<file path="src/rtl/fetch_pkg.sv">
// Shared fetch-stage types: FSM state encoding, reset defaults and the F/D packet
// that the decode stage also consumes.
package fetch_pkg;

  localparam logic [31:0] RESETVEC_DEFAULT = 32'h0000_0000;
  localparam logic [31:0] NOP_INST_DEFAULT = 32'h0000_0013;  // addi x0,x0,0

  typedef enum logic [1:0] {
    S_IDLE,
    S_REQ,
    S_HOLD,
    S_HALT
  } fetch_state_t;

  typedef struct packed {
    logic        valid;
    logic [31:0] inst;
    logic [31:0] pc;
  } fetch_pkt_t;

endpackage

</file>
<file path="src/rtl/fetch_out_reg.sv">
// Single-entry F/D output register: load on accept, clear on consume, flush on
// redirect or halt. The instruction reads as NOP whenever the entry is empty.
module fetch_out_reg
  import fetch_pkg::*;
#(
  parameter logic [31:0] NOP_INST = NOP_INST_DEFAULT,
  parameter logic [31:0] RESETVEC = RESETVEC_DEFAULT
) (
  input  logic        clk,
  input  logic        resetb,
  input  logic        flush,
  input  logic        load,
  input  logic        consume,
  input  logic [31:0] load_inst,
  input  logic [31:0] load_pc,
  output fetch_pkt_t  pkt
);

  fetch_pkt_t entry;

  // Load beats consume so that a same-cycle consume+accept is a replace.
  always_ff @(posedge clk or posedge resetb) begin
    if (resetb) begin
      entry <= '{valid: 1'b0, inst: NOP_INST, pc: RESETVEC};
    end else if (flush) begin
      entry.valid <= 1'b0;
    end else if (load) begin
      entry <= '{valid: 1'b1, inst: load_inst, pc: load_pc};
    end else if (consume) begin
      entry.valid <= 1'b0;
    end
  end

  assign pkt = '{valid: entry.valid,
                 inst:  entry.valid ? entry.inst : NOP_INST,
                 pc:    entry.pc};

endmodule

</file>
<file path="src/rtl/imem_fetch_ctrl.sv">
// Instruction fetch sequencer: owns the fetch PC, drives a single-outstanding
// request to the instruction RAM and registers returned words for decode.
module imem_fetch_ctrl
  import fetch_pkg::*;
#(
  parameter logic [31:0] RESETVEC = RESETVEC_DEFAULT,
  parameter logic [31:0] NOP_INST = NOP_INST_DEFAULT
) (
  input  logic        clk,
  input  logic        resetb,
  output logic        imem_ready,
  output logic [31:0] imem_addr,
  input  logic [31:0] imem_rdata,
  input  logic        imem_valid,
  output logic        id_valid,
  output logic [31:0] id_inst,
  output logic [31:0] id_pc,
  input  logic        id_stall,
  input  logic        redirect,
  input  logic [31:0] redirect_pc,
  input  logic        exception,
  output logic        halted,
  output logic        fetch_misaligned
);

  fetch_state_t state, state_d;
  logic [31:0]  fetch_pc, fetch_pc_d;
  logic         misaligned_d;
  logic         flush, accept, consume, bad_target;
  fetch_pkt_t   pkt;

  assign imem_ready = (state == S_REQ) && !(id_valid && id_stall);
  assign imem_addr  = fetch_pc;
  assign accept     = imem_valid && imem_ready && !redirect && !exception;
  assign consume    = id_valid && !id_stall;
  assign bad_target = redirect && (redirect_pc[1:0] != 2'b00);
  assign halted     = (state == S_HALT);

  // NOTE: every always_comb output gets a default first so no path infers a latch.
  always_comb begin
    state_d      = state;
    fetch_pc_d   = fetch_pc;
    misaligned_d = fetch_misaligned;
    flush        = 1'b0;
    if (state != S_HALT) begin
      if (exception || bad_target) begin
        // Exception outranks a simultaneous redirect, so it clears the misaligned cause.
        state_d      = S_HALT;
        misaligned_d = !exception;
        flush        = 1'b1;
      end else if (redirect) begin
        state_d    = S_REQ;
        fetch_pc_d = redirect_pc;
        flush      = 1'b1;
      end else begin
        if (accept) fetch_pc_d = fetch_pc + 32'd4;
        unique case (state)
          S_IDLE:  state_d = S_REQ;
          S_REQ:   if (id_valid && id_stall) state_d = S_HOLD;
          S_HOLD:  if (!id_stall) state_d = S_REQ;
          default: state_d = state;
        endcase
      end
    end
  end

  // NOTE: sequential state uses non-blocking assignments only.
  always_ff @(posedge clk or posedge resetb) begin
    if (resetb) begin
      state            <= S_IDLE;
      fetch_pc         <= RESETVEC;
      fetch_misaligned <= 1'b0;
    end else begin
      state            <= state_d;
      fetch_pc         <= fetch_pc_d;
      fetch_misaligned <= misaligned_d;
    end
  end

  fetch_out_reg #(
    .NOP_INST(NOP_INST),
    .RESETVEC(RESETVEC)
  ) u_out_reg (
    .clk      (clk),
    .resetb   (resetb),
    .flush    (flush),
    .load     (accept),
    .consume  (consume),
    .load_inst(imem_rdata),
    .load_pc  (fetch_pc),
    .pkt      (pkt)
  );

  assign id_valid = pkt.valid;
  assign id_inst  = pkt.inst;
  assign id_pc    = pkt.pc;

endmodule

</file>
<file path="config.mk">
export PLATFORM = sky130hd
export DESIGN_NAME = imem_fetch_ctrl
export DESIGN_NICKNAME = d
export VERILOG_FILES = /design/src/rtl/fetch_pkg.sv /design/src/rtl/fetch_out_reg.sv /design/src/rtl/imem_fetch_ctrl.sv
export SDC_FILE = /design/constraint.sdc
export NUM_CORES = 1
export LEC_CHECK = 0
export CAP_MARGIN = 20
export CORE_MARGIN = 2
export CORE_UTILIZATION = 46
export DETAILED_ROUTE_END_ITERATION = 6
export PLACE_DENSITY = 0.79
export SLEW_MARGIN = 20
export SYNTH_ARGS = -nofsm -noshare
export SYNTH_HDL_FRONTEND = slang
export SYNTH_SLANG_ARGS = --single-unit
</file>
<file path="constraint.sdc">
create_clock -name clk -period 4 [get_ports clk]
set_clock_uncertainty 0.1 [all_clocks]
set_input_delay 1 -clock clk [delete_from_list [all_inputs] [get_ports clk]]
set_output_delay 1 -clock clk [all_outputs]
set_load 0.02 [all_outputs]
</file>
==> metrics.yaml <==
outcome: "completed"
track_usage: 0.244
drv_cap: 0
gr-usage-met2: 0.400
hold_depth: 2
ctsResizeCount: 0
max_freq_mhz: 281
synth.yosys.seq_area_share: 0.488
routed_wirelength_microns: 14500
async_reset_ff_frac: 1.00
fin_crit_sh: 0.890
drv_slew: 0
antennaDiodeCount: 0
numCtsBuffers: 9
cts-root-buf: "clkbuf_8"
postCtsSetupBuffers: 0
end_kind: "output pin"
postSynthAreaPerCell_sq_um: 8.41
hold_class: "flop to flop"
p_leak_nw: 3.16
synth_area_sq_mm: 0.00513
syn_inst: 610
worst_slack_ns: 0.439
path_clk_slew_ns: 0.10
antenna_found_initial: 0
clock_tree.htree_level_count: 3
crit_fanout: 5
min_to: "u_out_reg.entry[32]"
vias: 4812
finalHoldViolCount: 0
tightest_slew_ns: 0.681
ctsLongestPathBuffers: 2
detail_route.iter0.violations: 370
syn_nets: 681
detail_route.wl_per_cell_microns: 16.5
die_y_microns: 110
globalplace.congestion: 0.854
rsz0062_at_grt: "false"
reg2reg_depth: 6
coreArea_sq_mm: 0.0108
drc: 0
setup_viol: 0
grtUsageMet3: 0.0545
syn_to_final_growth_pct: 35.0
viasPerCell: 5.47
cts.sinks: 100
critPathArrivalTime_ns: 2.46
cts_tree: "done"
critPathLaunchType: "input port"
fin_nets: 805
ant_nets: 0
num_rows: 38
start_util: 0.473
synth_seq_cells: 100
synth_edf_count: 0
ff2ff_setup_slack_ns: 1.45
grt_max_degree: 56
die_area_sq_mm: 0.0120
critPathRequiredTime_ns: 2.90
grt-busiest-layer: "met2"
synth_top_flop_cell: "dfrtp_1"
grt_pass1_vias: 4639
port_buffers: 169
n_fill_cell: 932
hold_path_startpoint: "u_out_reg.entry[32]"
drt_first_pass_iters: 5
powerDensity_mw_per_mm2: 263
cts_hold_buf: 0
grt_overflow: 0
drive_above_1_share: 0.0541
worstSetupPathType: "input port to output pin"
clkLatencyLatePin_ns: 0.37
die_width_microns: 110
io_pins: 170
grt_use_met1: 0.326
period_needed_ns: 3.56
timing.rr.end: "imem_addr[24]"
grt_pass1_wl_microns: 23100
synth.distinct_cells: 59
irDropWorstVdd_mv: 0.155
pre_cts_slack_ns: 0.458
yosysWarnings: 0
slew_headroom: 0.546
finalSetupTns_ns: 0
dp_hpwl_microns: 10500
rr_startpoint: "imem_addr[2]"
per-layer routing:
metal	routed length, microns	up-vias	share of wire
met4	212	0	0.015
li1	-	2263	-
met3	1380	19	0.095
met2	6790	230	0.47
met5	0	-	0
met1	6100	2300	0.42
report_power, final:
part           internal, mW  total (mW)   switching, mW  leakage (nW)
Clock                 0.303       0.685           0.382         0.105
Combinational        0.0715       0.124          0.0524          1.68
Sequential             1.01        1.01  0.000000000208          1.37
flip-flops by register name (all words and copies together), names as in the netlist:
register and count:
u_out_reg.pkt 33, imem_addr 32, u_out_reg.entry 32, state 2, fetch_misaligned 1
Yosys cell counts, types with 2 or more instances:
master,count,area (sq um)
a211o_1,2,17.5
a21oi_1,24,120
a221o_1,2,20.0
a22oi_1,5,37.5
a311oi_1,3,26.3
and2_1,32,200
and3_1,6,37.5
and4_1,7,61.3
buf_1,6,22.5
buf_2,4,20.0
buf_4,32,240
clkbuf_1,23,86.3
dfrtp_1,97,2430
dfstp_2,3,78.8
inv_1,8,30.0
mux2i_1,3,30.0
nand2_1,209,785
nand2b_1,4,25.0
nand3_1,15,75.1
nand4_1,15,93.8
nand4b_1,2,17.5
nor2_1,24,90.1
nor2b_1,2,12.5
nor3_1,9,45.0
nor4_1,5,31.3
o21a_1,2,15.0
o21ai_0,27,135
o21ai_1,2,10.0
o22ai_1,6,37.5
o2bb2ai_1,2,17.5
metrics by stage:
step / power, mW / cell area [sq um] / hold slack [ns] / std cells / utilization
6_report: 1.82 / 6930 / 0.362 / 879 / 0.639
5_1_grt: 1.88 / 6930 / 0.374 / 879 / 0.639
4_1_cts: 1.83 / 6930 / 0.365 / 879 / 0.639
3_5_place_dp: 1.15 / 6720 / 0.349 / 863 / 0.620
3_3_place_gp: 1.15 / 6720 / 0.342 / 863 / 0.620
2_1_floorplan: 1.07 / 5130 / 0.336 / 610 / -
worst max path at each step:
stage                        start          endpoint  slack [ns]
final                     id_stall        imem_ready        0.44
after global routing      id_stall        imem_ready        0.38
after CTS                 id_stall        imem_ready        0.45
after detailed placement  id_stall        imem_ready        0.46
after global placement    id_stall        imem_ready        0.51
after floorplan             resetb  fetch_misaligned        0.29
final cells by class:
type | instances | area (sq um) | share of cell area
flip-flops and latches | 100 | 2510 | 0.362
repair buffers | 179 | 1780 | 0.257
clock buffers | 10 | 128 | 0.0184
inverters | 8 | 32.5 | 0.00470
multi-input cells | 436 | 2230 | 0.322
clock inverters | 6 | 78.8 | 0.0114
well taps | 140 | 175 | 0.0253
worst max-delay path, cell delays in order:
cell and delay (ns):
clkdlybuf4s50_1 0.46, nand2_1 0.16, and2_1 0.20, clkdlybuf4s50_1 0.64
layout by cell type, fill, tap and decap left out, types with 3 or more instances in the layout:
master           Yosys  routed
mux2i_1              3       3
nand2_1            209     209
clkbuf_8             0       9
o21ai_0             27      27
and2_1              32      32
and3_1               6       6
a21oi_1             24      24
o22ai_1              6       6
nor2_1              24      24
nand4_1             15      15
buf_4               32       9
nand2b_1             4       4
inv_1                8       7
and4_1               7       6
a22oi_1              5       5
nor3_1               9       9
a311oi_1             3       3
dfstp_2              3       3
nor4_1               5       5
nand3_1             15      14
clkdlybuf4s50_1      0     169
dfrtp_1             97      97
kinds of logic (layout without fill, tap and decap cells):
group	count (synthesis)	after routing	synth area share
flops	100	100	0.488
compound gates	88	88	0.109
buf+inv	74	203	0.0787
mux	3	3	0.00585
fa+ha+maj	1	1	0.00244
xor+xnor	1	1	0.00171
simple gates	343	343	0.314
Note: power is estimated with default switching activity, not from simulation.
